### src/rtl/ultrasonic_pkg.sv
// Shared ultrasonic definitions: FSM encoding, distance format and default timing.
// Other ultrasonic blocks reuse these defaults.
package ultrasonic_pkg;

  localparam int DIST_W = 16;
  localparam logic [DIST_W-1:0] DIST_TIMEOUT_VAL = 16'hFFFF;

  localparam int US_N_SENSORS      = 4;
  localparam int US_TRIG_CYCLES    = 500;
  localparam int US_TICK_DIV       = 294;
  localparam int US_TIMEOUT_CYCLES = 1_500_000;
  localparam int US_GAP_CYCLES     = 500_000;

  typedef enum logic [2:0] {
    ST_IDLE,
    ST_TRIG,
    ST_WAIT_RISE,
    ST_MEASURE,
    ST_GAP
  } us_state_e;

  function automatic int us_max3(input int a, input int b, input int c);
    int m;
    m = (a > b) ? a : b;
    return (m > c) ? m : c;
  endfunction

endpackage

### src/rtl/ultrasonic_scheduler_if.sv
// Board-side bundle for the ultrasonic scheduler: enable, echo probes, trig and tagged results.
// sensor_mask exists only when ULTRASONIC_SENSOR_MASK_EN is defined.
interface ultrasonic_scheduler_if #(
  parameter int N_SENSORS = 4
);
  import ultrasonic_pkg::*;

  localparam int IDW = (N_SENSORS > 1) ? $clog2(N_SENSORS) : 1;

  logic                 enable;
  logic [N_SENSORS-1:0] probe;
  logic [N_SENSORS-1:0] trig;
  logic [DIST_W-1:0]    dist_data;
  logic [IDW-1:0]       dist_id;
  logic                 dist_valid;
  logic                 dist_timeout;
  logic                 busy;
`ifdef ULTRASONIC_SENSOR_MASK_EN
  logic [N_SENSORS-1:0] sensor_mask;

  modport master (
    output enable, probe, sensor_mask,
    input  trig, dist_data, dist_id, dist_valid, dist_timeout, busy
  );
  modport slave (
    input  enable, probe, sensor_mask,
    output trig, dist_data, dist_id, dist_valid, dist_timeout, busy
  );
`else
  modport master (
    output enable, probe,
    input  trig, dist_data, dist_id, dist_valid, dist_timeout, busy
  );
  modport slave (
    input  enable, probe,
    output trig, dist_data, dist_id, dist_valid, dist_timeout, busy
  );
`endif

endinterface

### src/rtl/ultrasonic_echo_timer.sv
// Echo width timer: TICK_DIV-cycle prescaler feeding a saturating distance counter.
module ultrasonic_echo_timer
  import ultrasonic_pkg::*;
#(
  parameter int TICK_DIV = US_TICK_DIV
) (
  input  logic              i_clk0,
  input  logic              i_rst,
  input  logic              i_clear,
  input  logic              i_run,
  output logic [DIST_W-1:0] o_dist
);

  localparam int PW = (TICK_DIV > 1) ? $clog2(TICK_DIV) : 1;
  localparam logic [PW-1:0] PRESC_LOAD = PW'(TICK_DIV - 1);

  logic [PW-1:0]     r_presc;
  logic [DIST_W-1:0] r_dist;

  always_ff @(posedge i_clk0) begin
    if (i_rst) begin
      r_presc <= '0;
      r_dist  <= '0;
    end else if (i_clear) begin
      r_presc <= PRESC_LOAD;
      r_dist  <= '0;
    end else if (i_run) begin
      if (r_presc == '0) begin
        r_presc <= PRESC_LOAD;
        if (r_dist != {DIST_W{1'b1}}) r_dist <= r_dist + 1'b1;
      end else begin
        r_presc <= r_presc - 1'b1;
      end
    end
  end

  assign o_dist = r_dist;

endmodule

### src/rtl/ultrasonic_scheduler.sv
// Round-robin trigger/echo sequencer for N rangefinders sharing one echo timer.
// Optional skip mask for unused sensors via ULTRASONIC_SENSOR_MASK_EN.
module ultrasonic_scheduler
  import ultrasonic_pkg::*;
#(
  parameter int N_SENSORS      = US_N_SENSORS,
  parameter int TRIG_CYCLES    = US_TRIG_CYCLES,
  parameter int TICK_DIV       = US_TICK_DIV,
  parameter int TIMEOUT_CYCLES = US_TIMEOUT_CYCLES,
  parameter int GAP_CYCLES     = US_GAP_CYCLES
) (
  input logic                   i_clk0,
  input logic                   i_rst,
  ultrasonic_scheduler_if.slave io_bus
);

  localparam int IDW   = (N_SENSORS > 1) ? $clog2(N_SENSORS) : 1;
  localparam int CNT_W = $clog2(us_max3(TRIG_CYCLES, TIMEOUT_CYCLES, GAP_CYCLES) + 1);
  localparam logic [CNT_W-1:0] TRIG_LOAD = CNT_W'(TRIG_CYCLES - 1);
  localparam logic [CNT_W-1:0] TO_LOAD   = CNT_W'(TIMEOUT_CYCLES - 1);
  localparam logic [CNT_W-1:0] GAP_LOAD  = CNT_W'(GAP_CYCLES - 1);
  localparam logic [IDW-1:0]   LAST_IDX  = IDW'(N_SENSORS - 1);

  us_state_e            r_state, w_state_nxt;
  logic [CNT_W-1:0]     r_cnt, w_cnt_nxt;
  logic [IDW-1:0]       r_idx, w_idx_nxt;
  logic [N_SENSORS-1:0] r_probe_s1, r_probe_s2, r_probe_s3;
  logic                 w_rise, w_fall;
  logic                 w_publish, w_pub_timeout, w_timer_clr, w_timer_run;
  logic [DIST_W-1:0]    w_dist, r_dist_data;
  logic [IDW-1:0]       r_dist_id;
  logic                 r_dist_valid, r_dist_timeout;

`ifdef ULTRASONIC_SENSOR_MASK_EN
  logic [IDW:0] w_pick;

  // Returns {found, index} of the nearest set mask bit starting at start+first_off.
  function automatic logic [IDW:0] next_in_mask(input logic [N_SENSORS-1:0] mask,
                                                input logic [IDW-1:0] start, input int first_off);
    logic [IDW:0]   res;
    logic [IDW-1:0] p;
    res = {1'b0, start};
    for (int k = N_SENSORS - 1; k >= 0; k--) begin
      p = IDW'((int'(start) + first_off + k) % N_SENSORS);
      if (mask[p]) res = {1'b1, p};
    end
    return res;
  endfunction
`endif

  assign w_rise = r_probe_s2[r_idx] & ~r_probe_s3[r_idx];
  assign w_fall = ~r_probe_s2[r_idx] & r_probe_s3[r_idx];

  ultrasonic_echo_timer #(.TICK_DIV(TICK_DIV)) u_echo_timer (
    .i_clk0  (i_clk0),
    .i_rst   (i_rst),
    .i_clear (w_timer_clr),
    .i_run   (w_timer_run),
    .o_dist  (w_dist)
  );

  always_comb begin
    w_state_nxt   = r_state;
    w_cnt_nxt     = r_cnt;
    w_idx_nxt     = r_idx;
    w_publish     = 1'b0;
    w_pub_timeout = 1'b0;
    w_timer_clr   = 1'b0;
    w_timer_run   = 1'b0;
`ifdef ULTRASONIC_SENSOR_MASK_EN
    w_pick        = '0;
`endif
    case (r_state)
      ST_IDLE: begin
`ifdef ULTRASONIC_SENSOR_MASK_EN
        w_pick = next_in_mask(io_bus.sensor_mask, r_idx, 0);
        if (io_bus.enable && w_pick[IDW]) begin
          w_idx_nxt   = w_pick[IDW-1:0];
          w_state_nxt = ST_TRIG;
          w_cnt_nxt   = TRIG_LOAD;
        end
`else
        if (io_bus.enable) begin
          w_state_nxt = ST_TRIG;
          w_cnt_nxt   = TRIG_LOAD;
        end
`endif
      end
      ST_TRIG: begin
        w_timer_clr = 1'b1;
        if (r_cnt == '0) begin
          w_state_nxt = ST_WAIT_RISE;
          w_cnt_nxt   = TO_LOAD;
        end else begin
          w_cnt_nxt = r_cnt - 1'b1;
        end
      end
      ST_WAIT_RISE: begin
        w_cnt_nxt = r_cnt - 1'b1;
        if (r_cnt == '0) begin
          w_publish     = 1'b1;
          w_pub_timeout = 1'b1;
          w_state_nxt   = ST_GAP;
          w_cnt_nxt     = GAP_LOAD;
        end else if (w_rise) begin
          // the rise cycle is the first cycle of the echo, so it is counted
          w_timer_run = 1'b1;
          w_state_nxt = ST_MEASURE;
        end else begin
          w_timer_clr = 1'b1;
        end
      end
      ST_MEASURE: begin
        w_cnt_nxt = r_cnt - 1'b1;
        if (w_fall) begin
          w_publish   = 1'b1;
          w_state_nxt = ST_GAP;
          w_cnt_nxt   = GAP_LOAD;
        end else if (r_cnt == '0) begin
          w_publish     = 1'b1;
          w_pub_timeout = 1'b1;
          w_state_nxt   = ST_GAP;
          w_cnt_nxt     = GAP_LOAD;
        end else begin
          w_timer_run = 1'b1;
        end
      end
      ST_GAP: begin
        if (r_cnt == '0) begin
`ifdef ULTRASONIC_SENSOR_MASK_EN
          w_pick = next_in_mask(io_bus.sensor_mask, r_idx, 1);
          if (w_pick[IDW]) w_idx_nxt = w_pick[IDW-1:0];
          w_state_nxt = (io_bus.enable && w_pick[IDW]) ? ST_TRIG : ST_IDLE;
`else
          w_idx_nxt   = (r_idx == LAST_IDX) ? '0 : r_idx + 1'b1;
          w_state_nxt = io_bus.enable ? ST_TRIG : ST_IDLE;
`endif
          w_cnt_nxt = (w_state_nxt == ST_TRIG) ? TRIG_LOAD : '0;
        end else begin
          w_cnt_nxt = r_cnt - 1'b1;
        end
      end
      default: w_state_nxt = ST_IDLE;
    endcase
  end

  always_ff @(posedge i_clk0) begin
    if (i_rst) begin
      r_state        <= ST_IDLE;
      r_cnt          <= '0;
      r_idx          <= '0;
      r_probe_s1     <= '0;
      r_probe_s2     <= '0;
      r_probe_s3     <= '0;
      r_dist_data    <= '0;
      r_dist_id      <= '0;
      r_dist_valid   <= 1'b0;
      r_dist_timeout <= 1'b0;
    end else begin
      r_state      <= w_state_nxt;
      r_cnt        <= w_cnt_nxt;
      r_idx        <= w_idx_nxt;
      r_probe_s1   <= io_bus.probe;
      r_probe_s2   <= r_probe_s1;
      r_probe_s3   <= r_probe_s2;
      r_dist_valid <= w_publish;
      if (w_publish) begin
        r_dist_data    <= w_pub_timeout ? DIST_TIMEOUT_VAL : w_dist;
        r_dist_id      <= r_idx;
        r_dist_timeout <= w_pub_timeout;
      end
    end
  end

  assign io_bus.trig         = (r_state == ST_TRIG) ? (N_SENSORS'(1) << r_idx) : '0;
  assign io_bus.busy         = (r_state != ST_IDLE);
  assign io_bus.dist_data    = r_dist_data;
  assign io_bus.dist_id      = r_dist_id;
  assign io_bus.dist_valid   = r_dist_valid;
  assign io_bus.dist_timeout = r_dist_timeout;

endmodule

### src/flat_wrapper.sv
// flat-port wrapper written by rule: the top's interface ports become plain ports
module ultrasonic_scheduler_flat import ultrasonic_pkg::*;
#(
  parameter int N_SENSORS      = US_N_SENSORS,
  parameter int TRIG_CYCLES    = US_TRIG_CYCLES,
  parameter int TICK_DIV       = US_TICK_DIV,
  parameter int TIMEOUT_CYCLES = US_TIMEOUT_CYCLES,
  parameter int GAP_CYCLES     = US_GAP_CYCLES
)
  (i_clk0, i_rst, io_bus_enable, io_bus_probe, io_bus_trig, io_bus_dist_data, io_bus_dist_id, io_bus_dist_valid, io_bus_dist_timeout, io_bus_busy);
  ultrasonic_scheduler_if #(.N_SENSORS(N_SENSORS)) io_bus_i ();
  input logic i_clk0;
  input logic i_rst;
  input wire logic [$bits(io_bus_i.enable)-1:0] io_bus_enable;
  input wire logic [$bits(io_bus_i.probe)-1:0] io_bus_probe;
  output wire logic [$bits(io_bus_i.trig)-1:0] io_bus_trig;
  output wire logic [$bits(io_bus_i.dist_data)-1:0] io_bus_dist_data;
  output wire logic [$bits(io_bus_i.dist_id)-1:0] io_bus_dist_id;
  output wire logic [$bits(io_bus_i.dist_valid)-1:0] io_bus_dist_valid;
  output wire logic [$bits(io_bus_i.dist_timeout)-1:0] io_bus_dist_timeout;
  output wire logic [$bits(io_bus_i.busy)-1:0] io_bus_busy;
  assign io_bus_i.enable = io_bus_enable;
  assign io_bus_i.probe = io_bus_probe;
  assign io_bus_trig = io_bus_i.trig;
  assign io_bus_dist_data = io_bus_i.dist_data;
  assign io_bus_dist_id = io_bus_i.dist_id;
  assign io_bus_dist_valid = io_bus_i.dist_valid;
  assign io_bus_dist_timeout = io_bus_i.dist_timeout;
  assign io_bus_busy = io_bus_i.busy;
  ultrasonic_scheduler #(.N_SENSORS(N_SENSORS), .TRIG_CYCLES(TRIG_CYCLES), .TICK_DIV(TICK_DIV), .TIMEOUT_CYCLES(TIMEOUT_CYCLES), .GAP_CYCLES(GAP_CYCLES)) u_core (.i_clk0(i_clk0), .i_rst(i_rst), .io_bus(io_bus_i));
endmodule
### config.mk
export PLATFORM = sky130hd
export DESIGN_NAME = ultrasonic_scheduler_flat
export DESIGN_NICKNAME = d
export VERILOG_FILES = /design/src/rtl/ultrasonic_pkg.sv /design/src/rtl/ultrasonic_scheduler_if.sv /design/src/rtl/ultrasonic_echo_timer.sv /design/src/rtl/ultrasonic_scheduler.sv /design/src/flat_wrapper.sv
export SDC_FILE = /design/constraint.sdc
export NUM_CORES = 1
export LEC_CHECK = 0
export ABC_AREA = 1
export BUFFER_PORTS_ARGS = -buffer_cell sky130_fd_sc_hd__buf_2
export CAP_MARGIN = 20
export CORE_MARGIN = 5
export CORE_UTILIZATION = 45
export DETAILED_ROUTE_END_ITERATION = 8
export GPL_TIMING_DRIVEN = 0
export HOLD_SLACK_MARGIN = 0.1
export SYNTH_ARGS = -nofsm -noshare
export SYNTH_HDL_FRONTEND = slang
export SYNTH_HIERARCHICAL = 1
export SYNTH_SLANG_ARGS = --single-unit
### constraint.sdc
create_clock -name i_clk0 -period 3.2 [get_ports i_clk0]
set_clock_uncertainty 0.2 [all_clocks]
set_input_delay 0.48 -clock i_clk0 [delete_from_list [all_inputs] [get_ports i_clk0]]
set_output_delay 0.48 -clock i_clk0 [all_outputs]
set_load 0.02 [all_outputs]
### Yosys cells after proc, flatten, opt, wreduce, memory -nomap -nowiden

Cells that the tools add are included.

* shift-type cells: 1
* reduce and logical (&&, ||, !) cells: 11
* add/sub/neg operators: 4
* eq/ne operators: 12
* bitwise operators: 4
* order comparisons: 1
* mux-type cells: 39

Operators with widths (count)
* 21-bit two-way mux: 5
* 21-bit case mux with 5 select lines: 1
* 9-bit two-way mux: 4
* 21-bit zero test: 1
* 3-bit two-way mux: 7
* 21-bit by 1-bit subtractor with 21-bit output, second input constant: 1
* 16-bit by 1-bit adder with 16-bit output, second input constant: 1
* 16-bit two-way mux: 1
* 16-bit inequality test, second input constant: 1
* 3-bit case mux with 5 select lines: 1
* 1-bit two-way mux: 12
* 9-bit zero test: 1
* 9-bit by 1-bit subtractor with 9-bit output, second input constant: 1
* 1-bit case mux with 2 select lines: 4
* 3-bit by 1-bit == test with 1-bit output, second input constant: 2
* 3-bit by 2-bit == test with 1-bit output, second input constant: 2
* 3-bit by 1-bit inequality test with 1-bit output, second input constant: 2
* 5-bit AND reduction: 1
* 5-bit nonzero test: 1
* 1-bit binary-select mux with 2-bit select: 2
* 4-bit two-way mux: 1
* 2-bit by 1-bit inequality test with 1-bit output, second input constant: 2
* 2-bit AND reduction: 2
* 1-bit by 2-bit left shift with 4-bit output, first input constant: 1
* 13 further kinds: 15

* logic and storage cells: 85
* bits of input ports: 7
* flip-flop bits (word level): 83

### Logic depth before layout (Yosys ltp)

* depth after elaboration: 9
* depth in mapped cells: 16
* gate-level depth less buffers: 14

### By module

Netlist, hierarchy kept.

By module, submodules not included
* ultrasonic_scheduler: seq. area each 1161.1 µm², times used 1, area an instance 3088.0 µm², cells an instance 471
* ultrasonic_echo_timer: seq. area each 500.5 µm², times used 1, area an instance 1485.2 µm², cells an instance 240

### Worst setup path before layout

Ideal clock, no wire load.

* path kind: register to register
* start: register u_core.r_cnt[0]
* end: register u_core.u_echo_timer.r_dist[10], in the netlist u_core/u_echo_timer/o_dist[10]
* slack: 0.556 ns
* clock period less this slack: 2.644 ns
* cell stages (with the launch flop): 14
* arrival time: 2.325 ns
* buffers on the path: 1
* path through: dfxtp_1 > inv_1 > ha_1 > nand2_1 > nor2_1 > nand3_2 > nand2_1 > o21ai_0 > nand3_2 > nor3_4 > buf_4 > nand4_1 > nand2_1 > nor2_1

* word-level cells in the longest chain between the ends: 5

RTL lines
* start: declaration: line ultrasonic_scheduler.sv:25 `logic [CNT_W-1:0] r_cnt, w_cnt_nxt;`
* start signal: assignment: line ultrasonic_scheduler.sv:161 `r_cnt <= w_cnt_nxt;`
* 21-bit zero test *: line ultrasonic_scheduler.sv:100, ultrasonic_scheduler.sv:119
* 1-bit two-way mux: line ultrasonic_scheduler.sv:119 `end else if (r_cnt == '0) begin`
* 1-bit two-way mux: line ultrasonic_scheduler.sv:115 `if (w_fall) begin`
* 1-bit case mux with 2 select lines *: line ultrasonic_scheduler.sv:73 `case (r_state)`
* net u_core.w_timer_run: line ultrasonic_scheduler.sv:29 `logic w_publish, w_pub_timeout, w_timer_clr, w_timer_run;`
* 3-bit AND reduction (no line) *
* end signal: assignment: line ultrasonic_echo_timer.sv:30 `if (r_dist != {DIST_W{1'b1}}) r_dist <= r_dist + 1'b1;`
* end: declaration: line ultrasonic_echo_timer.sv:18 `logic [DIST_W-1:0] r_dist;`

Mark *: on every way through the listed nets, which the timed path passes. The rest lies on a longest branch.
A chain may end at the register's enable or synchronous reset.

### Worst setup path after layout

* start: register u_core.r_cnt[0]
* end: register u_core.u_echo_timer.r_dist[9], in the netlist u_core/u_echo_timer/o_dist[9]

Same word-level chain as after synthesis.

==> results.md <==
* Worst-skew pair later-pin latency at 0.38 ns
* Status: completed
* Slew margin rel. at between 60% and 70%
* Synth Area in Adders at under 10%
* Post-layout util at a little over half
* Synth Area in Compound Gates at between 10 and 15%
* Antenna violations before repair at 0
* Period minus WS final at ~2.8 ns
* Syn Std Cell Area at between 4000 and 5000 µm²
* Fmax at 0.3509 GHz
* First-pass GRT wire length at between 15000 and 20000 µm
* P_leak at about 2.5 nW
* Largest net degree at the start of global routing at 17
* CTS Sinks at slightly above 80
* Detailed Route Iter0 Violations at roughly 230
* PwrDens at ~800 nW/µm²
* GR Overflow Total at 0
* Ant. Diodes at 0
* Yosys top cell by area: dfxtp_1
* Htree depth at 3
* Crit path launch: u_core/r_cnt[0]
* Vias in the first global route at between 4000 and 5000
* Seq/Total Area, Yosys at 36.33%
* Largest cells by area after synthesis: dfxtp_1 36%, nand2_1 13%, nor2_1 11%
* Startpoint Class: register
* Share of cells above drive strength 1 at between 10% and 20%
* Layout net count at ~770
* Reg2reg start: u_core/r_cnt[0]
* RD Place Congestion at between 0.9 and 1
* Fin. Hold Viols at 0
* Clock transition at path regs at 0.09 ns
* Flops & latches, synth at between 80 and 90
* Core footprint at about 10000 µm²
* Post-Synth Simple-Gate Area at 37.10%
* CP arrival at approximately 2.9 ns
* MaxCap Viol Count at 0
* Largest family of logic cells by synthesized area: simple AND/OR/NAND/NOR gates
* Origin of the worst min-delay path: i_rst
* Slew @ Worst Pin at 0.5909 ns
* Final count of pins violating max slew at 0
* Synth unique cells at 35
* WL final at approximately 11000 µm
* Die Ht at between 100 and 150 µm
* Area growth syn-to-layout at 12.56%
* Type of the worst setup path: register to register
* Routed Antenna Nets at 0
* Worst EP required at 3.27 ns
* CTS tree: built
* Worst vdd ir at 0.0003355 V
* Finished Layout Cells at slightly below 900
* IO Pins at 32
* Overall routing resource usage at 19.17%
* CTS root buffer: clkbuf_8
* Initial core utilization at 46.36%
* XOR/XNOR Fraction of Synth Area at roughly 2.9%
* DR vias at between 4000 and 5000
* Post-synthesis mux area share at 0%
* RSZ-0062 raised after global routing: false
* Yosys top cell area share at a little over a third
* Die area at between 10000 and 15000 µm²
* Detailed Place HPWL at roughly 8400 µm
* Post-synthesis cell count at roughly 700
* Routed length per instance at ~13 µm
* Placed cell count at between 800 and 900
* Period Utilization, post-route at between 80% and 90%
* CTS Buffer Depth at 2
* Port buffer count at 31
* TritonRoute pass-1 iters at 5
* Cell Rows at 36
* Vias per std cell at between 4 and 5
* CP endpoint kind: register
* Yosys warnings at 6
* CP max FO at 10
* Final setup violation count at 0
* DRC at 0
* Mean Syn Cell Area at between 6 and 7 µm²
* Hold Path Class: input pin to register
* Syn Nets at 727
* Die W at ~110 µm
* Inserted Clock Buffers at 9
[per-layer routing]
layer  wire length (µm)  share of wire (%)  vias to the layer above  track usage (%)
met5                  0                  0                        -                0
met4                 69               0.61                        0            4.269
met3                361                3.2                        6            5.404
met2               5320                 47                       53            32.24
met1               5498                 49                     1992            24.45
li1                   -                  -                     2328                -
[per-stage QoR]
| step | power [mW] | setup slack, ns | setup TNS [ns] | hold WS (ns) | instance area [µm²] |
|---|---|---|---|---|---|
| 6_report | 4.121 | 0.3506 | 0 | 0.1284 | 5147 |
| 5_1_grt | 4.505 | 0.1063 | 0 | 0.1224 | 5147 |
| 4_1_cts | 4.138 | 0.1627 | 0 | 0.1078 | 5144 |
| 3_5_place_dp | 3.305 | -0.1377 | -1.567 | 0.1953 | 4895 |
| 3_3_place_gp | 3.296 | -0.1608 | -1.978 | 0.1904 | 4895 |
| 2_1_floorplan | 2.863 | 0.5563 | 0 | 0.1883 | 4573 |
[power by group]
| group | leakage, nW | internal [mW] | switching (mW) |
|---|---|---|---|
| Clock | 0.0999 | 0.375 | 0.430 |
| Combinational | 1.70 | 0.653 | 1.32 |
| Sequential | 0.675 | 1.19 | 0.148 |
| Total | 2.47 | 2.22 | 1.90 |
[area by class of cell]
cell class	instances	area [µm²]
Clock inverter	7	85.08
Inverter	106	397.9
Fill cell	1042	4717
Timing Repair Buffer	35	195.2
Buffer	18	101.3
Clock buffer	9	123.9
Multi-Input combinational cell	504	2416
Tap cell	133	166.4
Sequential cell	83	1662
[cell families after synthesis]
group | Yosys count
and+or+nand+nor | 389
buffers and inverters | 124
AOI/OAI and AO/OA | 91
DFF | 83
xor gates and xnor gates | 15
adders and majority gates | 9
[cells in the mapped netlist]
library cell	n
nor3_4	2
o211ai_1	1
a211oi_1	1
buf_2	5
nor2_2	6
a31oi_1	2
nor2_8	1
nand4_2	1
a21boi_0	1
o21ai_1	2
nand2_2	5
nand3_4	1
clkbuf_2	1
a41oi_1	1
nand2_1	162
nor3_1	8
nand3_1	50
buf_4	3
xor2_1	12
nand3b_1	3
nand4_1	14
o21ai_0	42
inv_2	1
nand3_2	3
ha_1	9
buf_1	1
dfxtp_1	83
buf_6	2
inv_1	105
xnor2_1	3
nor2_1	130
o21bai_1	1
clkbuf_1	6
or2_2	3
a21oi_1	40
[critical path: stages, from the launching register on]
cell and delay (ns):
dfxtp_1 0.39, inv_1 0.09, ha_1 0.23, nand2_1 0.07, nor2_1 0.05, nand3_2 0.15
nand2_1 0.12, o21ai_2 0.41, nand3_2 0.17, nor3_4 0.39, buf_4 0.26, nand4_1 0.10
nand2_1 0.08, nor2_1 0.03
[placed cells by master (no fill, tap or decap), types with 2 or more instances in the layout]
master           n
a31oi_1          2
clkinvlp_4       2
buf_6            2
or2_2            3
buf_4            3
clkbuf_8         9
xor2_1          12
nor3_1           8
dfxtp_1         83
nor2_2           6
ha_1             9
nand3b_1         3
buf_2           36
clkbuf_1         6
a21oi_1         40
nand4_1         14
o21ai_0         41
nand2_2          5
nand3_1         50
o21ai_1          2
inv_1          105
dlygate4sd3_1    4
nand2_1        162
inv_8            2
nand3_2          3
nor2_1         130
nor3_4           2
xnor2_1          3
[repair_timing]
action / CTS / global route
buffers inserted: 0 / 0
resized for setup: 1 / 1
endpoints found under the hold margin: 4 / 0
endpoints found under the setup margin: 20 / 19
hold buffers: 4 / 0
[flip-flops by register name, summed over array words and instances, names as in the netlist]
name,flops
u_core/u_echo_timer/o_dist,16
u_core/io_bus.dist_data,16
u_core/r_idx,2
u_core/r_probe_s2,4
u_core/r_probe_s1,4
u_core/io_bus.dist_valid,1
u_core/u_echo_timer/r_presc,9
u_core/r_cnt,21
u_core/r_probe_s3,4
u_core/r_state,3
u_core/io_bus.dist_id,2
u_core/io_bus.dist_timeout,1
[worst paths after layout]
path,slack (ns),endpoint,depth (start not counted)
worst max-delay path,0.35,u_core/u_echo_timer/o_dist[9],13
worst min-delay path,0.13,u_core/u_echo_timer/r_presc[8],2
worst max register to register,0.35,u_core/u_echo_timer/o_dist[9],13
worst min register to register,0.21,u_core/r_probe_s2[1],2
Power figures use the tool's default switching activity.
